`src/rtl/com_pkg.sv`:
```
// Shared console/transmit definitions: FSM encoding, framing bytes, bag types, RAM map.
package com_pkg;

  localparam int unsigned BYTE_W = 8;
  localparam int unsigned TYPE_W = 4;
  localparam int unsigned ADDR_W = 12;
  localparam int unsigned LEN_W  = 12;

  localparam logic [BYTE_W-1:0] SYNC0_DEF = 8'hAA;
  localparam logic [BYTE_W-1:0] SYNC1_DEF = 8'h55;

  localparam logic [TYPE_W-1:0] BAG_STATUS = 4'h8;
  localparam logic [TYPE_W-1:0] BAG_ACK    = 4'h9;
  localparam logic [TYPE_W-1:0] BAG_SAMPLE = 4'hA;
  localparam logic [TYPE_W-1:0] BAG_DUMP   = 4'hD;

  localparam logic [ADDR_W-1:0] RAM_SAMPLE_BASE = 12'h000;
  localparam logic [ADDR_W-1:0] RAM_STATUS_BASE = 12'hFC0;

  // One-hot, shared with the console FSM
  typedef enum logic [9:0] {
    S_IDLE  = 10'b00_0000_0001,
    S_LOAD  = 10'b00_0000_0010,
    S_HEAD0 = 10'b00_0000_0100,
    S_HEAD1 = 10'b00_0000_1000,
    S_TYPE  = 10'b00_0001_0000,
    S_LENH  = 10'b00_0010_0000,
    S_LENL  = 10'b00_0100_0000,
    S_DATA  = 10'b00_1000_0000,
    S_CSUM  = 10'b01_0000_0000,
    S_DONE  = 10'b10_0000_0000
  } send_state_e;

endpackage

```
`src/rtl/byte_skid2.sv`:
```
// Two-entry byte FIFO; when empty, a same-cycle push falls straight through to dout_c.
module byte_skid2
  import com_pkg::*;
(
  input  logic              clk,
  input  logic              rst_n,
  input  logic              push,
  input  logic [BYTE_W-1:0] din,
  input  logic              pop,
  output logic [BYTE_W-1:0] dout_c,
  output logic              avail_c,
  output logic              full_c,
  output logic              empty_c
);

  logic [BYTE_W-1:0] mem_q [2];
  logic [BYTE_W-1:0] mem_d [2];
  logic              rd_ptr_q, rd_ptr_d;
  logic [1:0]        count_q, count_d;
  logic              deq, bypass, store, wr_ptr;

  always_comb begin
    empty_c  = (count_q == 2'd0);
    full_c   = (count_q == 2'd2);
    avail_c  = !empty_c || push;
    dout_c   = empty_c ? din : mem_q[rd_ptr_q];
    deq      = pop && !empty_c;
    bypass   = pop && empty_c && push;
    store    = push && !bypass && (!full_c || deq);
    wr_ptr   = rd_ptr_q ^ count_q[0];
    mem_d    = mem_q;
    if (store) mem_d[wr_ptr] = din;
    rd_ptr_d = rd_ptr_q ^ deq;
    count_d  = count_q + 2'(store) - 2'(deq);
  end

  always_ff @(posedge clk or negedge rst_n) begin
    if (!rst_n) begin
      mem_q    <= '{default: '0};
      rd_ptr_q <= 1'b0;
      count_q  <= 2'd0;
    end else begin
      mem_q    <= mem_d;
      rd_ptr_q <= rd_ptr_d;
      count_q  <= count_d;
    end
  end

endmodule

```
`src/rtl/com_send_ctrl.sv`:
```
// Packet transmit sequencer: frames a RAM region as SYNC/TYPE/LEN/payload/CSUM
// and streams it over a byte valid/ready port.
module com_send_ctrl
  import com_pkg::*;
#(
  parameter logic [BYTE_W-1:0] SYNC0 = SYNC0_DEF,
  parameter logic [BYTE_W-1:0] SYNC1 = SYNC1_DEF
) (
  input  logic              clk,
  input  logic              rst,
  input  logic              fs_send,
  output logic              fd_send,
  input  logic [TYPE_W-1:0] send_btype,
  input  logic [ADDR_W-1:0] ram_addr_init,
  input  logic [LEN_W-1:0]  ram_dlen,
  output logic              ram_rd_en,
  output logic [ADDR_W-1:0] ram_rd_addr,
  input  logic [BYTE_W-1:0] ram_rd_data,
  output logic [BYTE_W-1:0] tx_data,
  output logic              tx_valid,
  input  logic              tx_ready
);

  send_state_e       state_q, state_d;
  logic [TYPE_W-1:0] btype_q, btype_d;
  logic [LEN_W-1:0]  dlen_q, dlen_d;
  logic [LEN_W-1:0]  issue_left_q, issue_left_d;
  logic [LEN_W-1:0]  pay_left_q, pay_left_d;
  logic [ADDR_W-1:0] next_addr_q, next_addr_d;
  logic [ADDR_W-1:0] rd_addr_q, rd_addr_d;
  logic [BYTE_W-1:0] csum_q, csum_d;
  logic              rd_en_q, rd_en_d;
  logic              rd_vld_q, rd_vld_d;
  logic              fd_send_q, fd_send_d;

  logic              accept, skid_pop;
  logic [BYTE_W-1:0] skid_dout;
  logic              skid_avail, skid_full, skid_empty;
  logic [1:0]        occ;
  logic [2:0]        outstanding, out_after;
  logic              rd_issue;

  byte_skid2 u_skid (
    .clk     (clk),
    .rst_n   (rst),
    .push    (rd_vld_q),
    .din     (ram_rd_data),
    .pop     (skid_pop),
    .dout_c  (skid_dout),
    .avail_c (skid_avail),
    .full_c  (skid_full),
    .empty_c (skid_empty)
  );

  // Output byte mux over the latched header fields, skid head and checksum
  always_comb begin
    tx_valid = 1'b0;
    tx_data  = '0;
    unique case (state_q)
      S_HEAD0: begin tx_valid = 1'b1; tx_data = SYNC0; end
      S_HEAD1: begin tx_valid = 1'b1; tx_data = SYNC1; end
      S_TYPE:  begin tx_valid = 1'b1; tx_data = {4'h0, btype_q}; end
      S_LENH:  begin tx_valid = 1'b1; tx_data = {4'h0, dlen_q[11:8]}; end
      S_LENL:  begin tx_valid = 1'b1; tx_data = dlen_q[7:0]; end
      S_DATA:  begin tx_valid = skid_avail; tx_data = skid_avail ? skid_dout : '0; end
      S_CSUM:  begin tx_valid = 1'b1; tx_data = csum_q; end
      default: ;
    endcase
  end

  assign accept   = tx_valid && tx_ready;
  assign skid_pop = accept && (state_q == S_DATA);

  always_comb begin
    state_d      = state_q;
    btype_d      = btype_q;
    dlen_d       = dlen_q;
    issue_left_d = issue_left_q;
    pay_left_d   = pay_left_q;
    next_addr_d  = next_addr_q;
    rd_addr_d    = rd_addr_q;
    csum_d       = csum_q;
    rd_vld_d     = rd_en_q;

    unique case (state_q)
      S_IDLE:  if (fs_send) state_d = S_LOAD;
      S_LOAD: begin
        btype_d      = send_btype;
        dlen_d       = ram_dlen;
        issue_left_d = ram_dlen;
        pay_left_d   = ram_dlen;
        next_addr_d  = ram_addr_init;
        csum_d       = '0;
        state_d      = S_HEAD0;
      end
      S_HEAD0: if (accept) state_d = S_HEAD1;
      S_HEAD1: if (accept) state_d = S_TYPE;
      S_TYPE: if (accept) begin
        csum_d  = csum_q ^ tx_data;
        state_d = S_LENH;
      end
      S_LENH: if (accept) begin
        csum_d  = csum_q ^ tx_data;
        state_d = S_LENL;
      end
      S_LENL: if (accept) begin
        csum_d  = csum_q ^ tx_data;
        state_d = (dlen_q != '0) ? S_DATA : S_CSUM;
      end
      S_DATA: if (accept) begin
        csum_d     = csum_q ^ tx_data;
        pay_left_d = pay_left_q - LEN_W'(1);
        if (pay_left_q == LEN_W'(1)) state_d = S_CSUM;
      end
      S_CSUM:  if (accept) state_d = S_DONE;
      S_DONE:  if (!fs_send) state_d = S_IDLE;
      default: state_d = S_IDLE;
    endcase

    // Keep at most two payload bytes read but not yet accepted
    occ         = skid_full ? 2'd2 : (skid_empty ? 2'd0 : 2'd1);
    outstanding = 3'(occ) + 3'(rd_vld_q) + 3'(rd_en_q);
    out_after   = outstanding - 3'(skid_pop);
    rd_issue    = ((state_d == S_LENL) || (state_d == S_DATA)) &&
                  (issue_left_q != '0) && (out_after < 3'd2);
    rd_en_d     = rd_issue;
    if (rd_issue) begin
      rd_addr_d    = next_addr_q;
      next_addr_d  = next_addr_q + ADDR_W'(1);
      issue_left_d = issue_left_q - LEN_W'(1);
    end

    fd_send_d = (state_d == S_DONE);
  end

  always_ff @(posedge clk or negedge rst) begin
    if (!rst) begin
      state_q      <= S_IDLE;
      btype_q      <= '0;
      dlen_q       <= '0;
      issue_left_q <= '0;
      pay_left_q   <= '0;
      next_addr_q  <= '0;
      rd_addr_q    <= '0;
      csum_q       <= '0;
      rd_en_q      <= 1'b0;
      rd_vld_q     <= 1'b0;
      fd_send_q    <= 1'b0;
    end else begin
      state_q      <= state_d;
      btype_q      <= btype_d;
      dlen_q       <= dlen_d;
      issue_left_q <= issue_left_d;
      pay_left_q   <= pay_left_d;
      next_addr_q  <= next_addr_d;
      rd_addr_q    <= rd_addr_d;
      csum_q       <= csum_d;
      rd_en_q      <= rd_en_d;
      rd_vld_q     <= rd_vld_d;
      fd_send_q    <= fd_send_d;
    end
  end

  assign fd_send     = fd_send_q;
  assign ram_rd_en   = rd_en_q;
  assign ram_rd_addr = rd_addr_q;

endmodule
```
`config.mk`:
```
export PLATFORM = sky130hd
export DESIGN_NAME = com_send_ctrl
export DESIGN_NICKNAME = d
export VERILOG_FILES = /design/src/rtl/com_pkg.sv /design/src/rtl/byte_skid2.sv /design/src/rtl/com_send_ctrl.sv
export SDC_FILE = /design/constraint.sdc
export NUM_CORES = 1
export LEC_CHECK = 0
export ABC_CLOCK_PERIOD_IN_PS = 6250
export CORE_UTILIZATION = 30
export CTS_CLUSTER_SIZE = 40
export DETAILED_ROUTE_END_ITERATION = 6
export HOLD_SLACK_MARGIN = 0.02
export REMOVE_ABC_BUFFERS = 1
export SYNTH_ARGS = -nofsm -noshare
export SYNTH_HDL_FRONTEND = slang
export SYNTH_HIERARCHICAL = 1
export SYNTH_SLANG_ARGS = --single-unit
export TNS_END_PERCENT = 5
```
`constraint.sdc`:
```
create_clock -name clk -period 6.25 [get_ports clk]
set_input_delay 1.25 -clock clk [delete_from_list [all_inputs] [get_ports clk]]
set_output_delay 1.25 -clock clk [all_outputs]
set_load 0.1 [all_outputs]
```
==> impl_metrics.ini, run 1 <==
[worst_setup_path]
cp.buffers_inverters = 2
slowest_delay_ns = 0.52
path_cells = nor4_4 -> nand4_4 -> o221ai_2 -> and2_1 -> nand2_1 -> inv_1 -> ha_1 -> inv_1 -> ha_1 -> a21o_1 -> fa_1 -> xnor2_1 -> nor3_1 -> o2111ai_4 -> a32o_2 -> a22o_1 -> a211o_1
cpMaxStageDelayCell = nor4_4
path_class = reg2reg
arrival_ns = 5.53
cp_max_fo = 14
cp-start-kind = register
cpLargestDelayFamily = compound AO/OA/AOI/OAI gates
crit_required_ns = 6.49
endpoint_kind = register

[sta]
rsz0062_at_grt = false
slew_viol_final = 0
finalWorstPathRequiredPeriod_ns = 5.29
setup_viol = 0
slew_headroom_pct = 30.6
final-hold-violation-count = 0
fmax_ghz = 0.189
finalCritPeriodShare_pct = 84.6
tightest_slew_ns = 1.03
fin_ws_ns = 0.960
finalClockSkew_ns = 0.00915
tns_ns = 0

[cells_and_area]
nFillCells = 1922
areaGrowthSynthToFinish_pct = 18.5
multiInputGateArea_um2 = 3070
drive_gt1_share_pct = 10.4
final_common_cell = nand2_1
layout_common_cells = nand2_1, dfrtp_1, clkdlybuf4s50_1
diodes = 0
finalNetCount = 716
seqCellArea_um2 = 2600

[clocking]
cts_tree = yes
cts.clk_slew.worst_paths_ns = 0.07
htreeDepth = 3
post-cts-setup-buffer-count = 0
numCtsBuffers = 9
clock_latency_ns = 0.35
cts_sinks = 104
clock_path_buffers = 2
post_cts_resized = 0
clockRootBuffer = clkbuf_16
holdBufCountCts = 0

[floorplanning]
io_pins = 63
fp.dieW_um = 142
fp.coreArea_um2 = 19000
rows = 50
dieArea_um2 = 20200
initial_core_util_pct = 31.1
fp.dieH_um = 142

[power_and_ir_drop]
total_power_mw = 2.29
power_density_nw_per_um2 = 328
p_leak_nw = 3.06
max-vdd-ir-drop_uv = 141

[route]
drt_iter0_drc = 316
via_per_inst = 5.08
via_count = 4730
wl_per_cell_um = 16.5
detail-route-antenna-nets = 0
drt_wl_total_um = 15400
drc = 0
drtPass1Iterations = 5

[place]
dp_slack_ns = 0.777
routabilityCongestion = 0.836
hpwlAfterDp_um = 11100
io_buffers = 62

[global_routing]
grt_max_degree = 68
grt_overflow = 0
grt_pass1_wl_um = 24700
groute.usage.overall_pct = 15.8
grt_pass1_vias = 4513
antenna_found_initial = 0

[logic_synthesis]
synth_seq_cells = 104
ys_seq_area_share_pct = 44.2
async_reset_ff_share_pct = 100
ys_types = 79
synth_edf_count = 0
synth_area_um2 = 5890
avgSynthCellArea_um2 = 9.51
netlist_instances = 620
synthFlopType = dfrtp_1
synth_warnings = 6

[worst_hold_path]
hp-class = reg2reg

[job]
maxCapViolations = 0

[run_status]
status = completed
[layer usage]
layer / wire, um / GRT usage (%) / up-vias
met3: 604 / 2.49 / 24
li1: - / - / 2314
met2: 7120 / 24.5 / 117
met4: 340 / 6.00 / 0
met5: 0 / 0 / -
met1: 7360 / 22.2 / 2275
[worst register-to-register path, stage by stage (launching register included)]
cell	delay (ns)
dfrtp_1	0.51
nor4_4	0.52
nand4_4	0.30
o221ai_2	0.36
and2_1	0.37
nand2_1	0.15
inv_1	0.21
ha_1	0.27
inv_1	0.06
ha_1	0.22
a21o_1	0.19
fa_1	0.37
xnor2_1	0.13
nor3_1	0.27
o2111ai_4	0.28
a32o_2	0.43
a22o_1	0.27
a211o_1	0.26
[synth_stat cells, types with 3 or more instances]
cell type / count / area share, %
buf_2: 14 / 1.2
a222oi_1: 4 / 0.68
mux2_2: 21 / 4.0
mux2i_1: 12 / 2.0
nor4b_1: 6 / 0.89
o22a_1: 4 / 0.59
a21oi_1: 20 / 1.7
nand4_1: 5 / 0.53
buf_6: 4 / 0.76
nor2_1: 53 / 3.4
xnor2_1: 3 / 0.45
xor2_1: 11 / 1.6
nor4_1: 13 / 1.4
dfrtp_1: 103 / 44
mux2_1: 7 / 1.3
ha_1: 7 / 1.5
nor3b_1: 7 / 0.89
a22oi_1: 9 / 1.1
a31oi_1: 3 / 0.32
and3_1: 12 / 1.3
inv_1: 16 / 1.0
or3_1: 7 / 0.74
o22ai_1: 6 / 0.64
a221o_1: 7 / 1.2
nand2b_1: 4 / 0.42
clkbuf_1: 10 / 0.64
a211oi_1: 3 / 0.38
nand2_1: 118 / 7.5
o21ai_0: 33 / 2.8
nor2b_1: 6 / 0.64
nor3_1: 10 / 0.85
nand3_1: 13 / 1.1
a221oi_1: 5 / 0.74
and2_1: 8 / 0.85
a22o_1: 3 / 0.45
[sequential cells by signal (all words and copies together) (netlist names)]
register         flops
next_addr_q         12
u_skid/mem_q        16
pay_left_q          12
ram_rd_en            1
dlen_q              12
u_skid/count_q       2
btype_q              4
rd_vld_q             1
u_skid/rd_ptr_q      1
state_q             10
fd_send              1
issue_left_q        12
ram_rd_addr         12
csum_q               8
[cell families after synthesis]
logic type,Yosys count,synth area share (%)
simple gates,283,24.4
compound gates,123,15.9
flops,104,44.2
buf+inv,47,3.93
mux,40,7.39
xor+xnor,15,2.36
fa+ha+maj,8,1.83
[layout make-up]
cell class,count,share of cell area [%]
Clock buffer,9,3.22
Clock inverter,6,0.609
Inverter,16,0.860
Multi-Input combinational cell,469,43.9
Sequential cell,104,37.3
Tap cell,260,4.66
Timing Repair Buffer,68,9.49
[metrics by stage]
stage / hold slack (ns) / instances / instance area, um2 / util, %
after floorplan: 0.439 / 589 / 5720 / -
after global placement: 0.472 / 917 / 6720 / 35.4
after detailed placement: 0.469 / 917 / 6720 / 35.4
after CTS: 0.482 / 932 / 6990 / 36.9
after global routing: 0.495 / 932 / 6990 / 36.9
final: 0.495 / 932 / 6990 / 36.9
[where the power goes]
part	internal [mW]	switching, mW	total (mW)
clock network	0.270	0.264	0.534
logic	0.281	0.403	0.684
registers	0.859	0.212	1.07
total	1.41	0.879	2.29
[path summary, 6_finish.rpt]
| check | startpoint | endpoint | slack, ns | cells past startpoint |
|---|---|---|---|---|
| min in group asynchronous | rst | fd_send | 0.86 | 1 |
| worst min-delay path | ram_rd_addr[6] | ram_rd_addr[6] | 0.49 | 1 |
| max in group asynchronous | rst | u_skid/mem_q[12] | 4.12 | 2 |
| worst max-delay path | state_q[6] | next_addr_q[2] | 0.96 | 17 |
| worst max register to register | state_q[6] | next_addr_q[2] | 0.96 | 17 |
| worst min register to register | ram_rd_addr[6] | ram_rd_addr[6] | 0.49 | 1 |
(Power assumes the default switching activity.)
==> run 2: changes to the inputs <==
ABC_CLOCK_PERIOD_IN_PS = 4900   (was 6250)
clock period = 4.9 ns   (was 6.25 ns; I/O delays follow)
==> impl_metrics.ini, run 2 (synthesis results as in run 1) <==
[run_status]
status = completed

[worst_setup_path]
path_cells = xor2_1 -> a211oi_2 -> o221ai_2 -> and2_1 -> nand2_1 -> inv_1 -> ha_1 -> inv_1 -> ha_1 -> a21o_1 -> fa_1 -> xnor2_1 -> nor3_1 -> o2111ai_4 -> a32o_2 -> a22o_1 -> a211o_1
path_class = reg2reg
endpoint_kind = register
cp-start-kind = register
crit_end = next_addr_q[2]
rrSetupSlack_ns = 0.36
cp.buffers_inverters = 2
cp_num_cells = 17
arrival_ns = 4.79
r2r-start = state_q[2]
cp_max_fo = 14
crit_required_ns = 5.15
startpoint = state_q[2]
r2r_cells = 17
cpLargestDelayFamily = compound AO/OA/AOI/OAI gates
rr_endpoint = next_addr_q[2]
cpMaxStageDelayCell = dfrtp_1
slowest_delay_ns = 0.50

[sta]
setup_viol = 0
final-hold-violation-count = 0
finalCritPeriodShare_pct = 92.8
finalClockSkew_ns = 0.0126
rsz0062_at_grt = false
tns_ns = 0
slew_viol_final = 0
slew_headroom_pct = 35.0
tightest_slew_ns = 0.972
finalWorstPathRequiredPeriod_ns = 4.54
fmax_ghz = 0.220

[cells_and_area]
final_common_cell = nand2_1
fin_area_um2 = 7050
regMostFlops = u_skid/mem_q
layout_common_cells = nand2_1, dfrtp_1, nor2_1
finalNetCount = 724
finalNonFillerCells = 941
largest_reg_flops = 16
drive_gt1_share_pct = 13.1
diodes = 0
areaGrowthSynthToFinish_pct = 19.6

[place]
io_buffers = 62
dp_cells = 924
hpwlAfterDp_um = 11000
routabilityCongestion = 0.892
place_area_um2 = 6750

[global_routing]
grt_overflow = 0
antenna_found_initial = 0
grt_max_degree = 59
grt_pass1_vias = 4689
groute.usage.overall_pct = 16.1
grt_pass1_wl_um = 25200

[route]
via_per_inst = 5.13
via_count = 4825
drc = 0
detail-route-antenna-nets = 0
drtPass1Iterations = 5
wl_per_cell_um = 16.3
drt_iter0_drc = 387
drt_wl_total_um = 15300

[floorplanning]
fp.coreArea_um2 = 19000
rows = 50
dieArea_um2 = 20200
initial_core_util_pct = 31.1
fp.dieW_um = 142
io_pins = 63
fp.dieH_um = 142

[power_and_ir_drop]
power_density_nw_per_um2 = 422
total_power_mw = 2.98
max-vdd-ir-drop_uv = 213
p_leak_nw = 3.13

[worst_hold_path]
hp-class = reg2reg
min_path_cells = 2

[clocking]
cts.clk_slew.worst_paths_ns = 0.07
cts_sinks = 104
htreeDepth = 3
clock_path_buffers = 2
clockRootBuffer = clkbuf_16
holdBufCountCts = 0
clock_latency_ns = 0.36
cts_tree = yes
numCtsBuffers = 9

[job]
maxCapViolations = 0
[run 2: cell count changes in the layout (fill, tap and decap cells not counted), sizes merged]
cell	change
buf	+17
clkbuf	+1
clkdlybuf4s50	-9
clkinv	+1
clkinvlp	-1
[run 2: worst reg2reg max path, delay by kind of cell, from the launching register on]
family,cells,cell delay (ns)
compound gates,7,1.98
buf+inv,2,0.12
xor+xnor,2,0.35
simple gates,3,0.58
flops,1,0.50
fa+ha+maj,3,0.91
[run 2: metrics by stage]
| step | hold WS (ns) | utilization (%) | setup WS [ns] |
|---|---|---|---|
| floorplan | 0.439 | - | -0.519 |
| global placement | 0.470 | 35.6 | 0.268 |
| detailed placement | 0.476 | 35.6 | 0.200 |
| CTS | 0.493 | 37.1 | 0.327 |
| global route | 0.516 | 37.2 | 0.0266 |
| finish | 0.489 | 37.2 | 0.355 |
[run 2: how the worst min path moves through the flow]
stage	from	endpoint	slack (ns)
2_1_floorplan	btype_q[0]	btype_q[0]	0.44
3_3_place_gp	btype_q[2]	btype_q[2]	0.47
3_5_place_dp	ram_rd_addr[5]	ram_rd_addr[5]	0.48
4_1_cts	btype_q[2]	btype_q[2]	0.49
5_1_grt	ram_rd_addr[7]	ram_rd_addr[7]	0.52
6_report	btype_q[2]	btype_q[2]	0.49
[run 2: layout make-up]
| type | count | area [um2] |
|---|---|---|
| repair buffers | 76 | 701 |
| clock inverters | 6 | 50.0 |
| multi-input cells | 469 | 3070 |
| fillers | 1907 | 11900 |
| flip-flops and latches | 104 | 2600 |
| clock buffers | 10 | 239 |
| inverters | 16 | 60.1 |
| well taps | 260 | 325 |
[run 2: repair_timing]
action,CTS,global route
hold endpoints to repair,0,0
gates resized for setup,0,1
buffers inserted,0,1
setup endpoints to repair,0,1
[run 2: per-layer routing]
layer | share of wire [%] | track usage, %
met5 | 0 | 0
met4 | 2.8 | 6.00
met3 | 5.1 | 3.53
met2 | 45 | 25.4
met1 | 47 | 21.6
[run 2: where the power goes]
| group | switching [mW] | internal, mW |
|---|---|---|
| clock | 0.350 | 0.365 |
| sequential | 0.271 | 1.09 |
| combinational | 0.522 | 0.372 |
| total | 1.14 | 1.83 |
==> run 3: changes to the inputs <==
ABC_CLOCK_PERIOD_IN_PS = 4800   (was 4900)
PLACE_DENSITY = 0.57   (was unset)
clock period = 4.8 ns   (was 4.9 ns; I/O delays follow)
==> impl_metrics.ini, run 3 (synthesis results as in run 1) <==
[run_status]
status = completed

[floorplanning]
dieArea_um2 = 20200
fp.dieH_um = 142
fp.coreArea_um2 = 19000
rows = 50
fp.dieW_um = 142
initial_core_util_pct = 31.1
io_pins = 63

[global_routing]
grt_overflow = 0
grt_max_degree = 82
grt_pass1_wl_um = 26100
groute.usage.overall_pct = 16.7
antenna_found_initial = 0
grt_pass1_vias = 4762

[worst_setup_path]
crit_required_ns = 5.05
crit_end = ram_rd_addr[4]
r2r_cells = 17
cp_max_fo = 26
arrival_ns = 4.75
startpoint = state_q[2]
path_class = reg2reg
r2r-start = state_q[2]
cp-start-kind = register
rr_endpoint = ram_rd_addr[4]
rrSetupSlack_ns = 0.29
endpoint_kind = register

[route]
drtPass1Iterations = 5
drc = 0
drt_wl_total_um = 16200
via_per_inst = 5.31
via_count = 4990
detail-route-antenna-nets = 0
drt_iter0_drc = 490
wl_per_cell_um = 17.3

[sta]
tightest_slew_ns = 1.14
slew_viol_final = 0
slew_headroom_pct = 23.1
finalClockSkew_ns = 0.00889
finalCritPeriodShare_pct = 93.9
finalWorstPathRequiredPeriod_ns = 4.51
tns_ns = 0
fin_ws_ns = 0.294
setup_viol = 0
fin_hold_ws_ns = 0.480
fmax_ghz = 0.222
final-hold-violation-count = 0
rsz0062_at_grt = false

[cells_and_area]
areaGrowthSynthToFinish_pct = 19.7
final_util_pct = 37.2
diodes = 0
nFillCells = 1891
final_common_cell = nand2_1
layout_common_cells = nand2_1, dfrtp_1, nor2_1
drive_gt1_share_pct = 12.9
finalNetCount = 724
multiInputGateArea_um2 = 3070
seqCellArea_um2 = 2600
largest_reg_flops = 16
regMostFlops = u_skid/mem_q

[clocking]
clock_path_buffers = 2
numCtsBuffers = 9
clockRootBuffer = clkbuf_16
cts.clk_slew.worst_paths_ns = 0.07
cts_sinks = 104
cts_tree = yes
holdBufCountCts = 0
htreeDepth = 3
clock_latency_ns = 0.36

[worst_hold_path]
hp-class = reg2reg
hp-start = btype_q[3]

[power_and_ir_drop]
max-vdd-ir-drop_uv = 215
p_leak_nw = 3.14
power_density_nw_per_um2 = 436

[place]
io_buffers = 62
hpwlAfterDp_um = 11800
dp_slack_ns = 0.217
routabilityCongestion = 0.930

[job]
maxCapViolations = 0
## run 3: worst min-delay path by stage
stage | slack [ns] | to | depth (start not counted)
CTS | 0.48 | btype_q[3] | 2
global placement | 0.45 | btype_q[3] | 2
detailed placement | 0.47 | btype_q[3] | 2
finish | 0.48 | btype_q[3] | 2
global route | 0.51 | ram_rd_addr[6] | 1
floorplan | 0.44 | btype_q[0] | 2
## run 3: where the power goes
part / internal, mW / switching (mW) / total, mW
sequential: 1.12 / 0.269 / 1.39
combinational: 0.375 / 0.556 / 0.932
clock: 0.406 / 0.348 / 0.754
total: 1.90 / 1.17 / 3.07
## run 3: layer usage
| metal | vias to the layer above | track usage (%) | wire length [um] |
|---|---|---|---|
| met3 | 35 | 3.36 | 854 |
| li1 | 2335 | - | - |
| met2 | 163 | 25.4 | 7470 |
| met1 | 2457 | 23.5 | 7560 |
| met5 | - | 0 | 0 |
| met4 | 0 | 6.06 | 360 |
## run 3: what timing repair did
| action | in CTS | in global routing |
|---|---|---|
| setup endpoints to repair | 0 | 19 |
| resized for setup | 0 | 2 |
| setup buffers | 0 | 1 |
## run 3: area by class of cell
cell class | instances | share of cell area, %
flip-flops and latches | 104 | 36.9
clock buffers | 9 | 3.19
clock inverters | 6 | 0.940
well taps | 260 | 4.61
multi-input cells | 469 | 43.6
inverters | 16 | 0.852
repair buffers | 76 | 9.93
## run 3: per-stage QoR
stage	total power [mW]	instance area, um2	std cells
final	3.07	7050	940
after global routing	3.27	7050	940
after CTS	3.09	7030	939
after detailed placement	2.32	6740	924
after global placement	2.29	6740	924
after floorplan	1.99	5720	589
## run 3: critical path, stage by stage (launching register included)
cell	delay (ns)
dfrtp_1	0.50
xor2_1	0.22
a211oi_2	0.40
o221ai_2	0.19
and2_1	0.21
nand2_1	0.13
inv_1	0.07
ha_1	0.27
inv_1	0.04
ha_1	0.28
a21o_1	0.19
fa_1	0.38
xnor2_1	0.13
nor3_1	0.26
o2111ai_4	0.17
buf_4	0.21
nor2_8	0.34
mux2_2	0.38
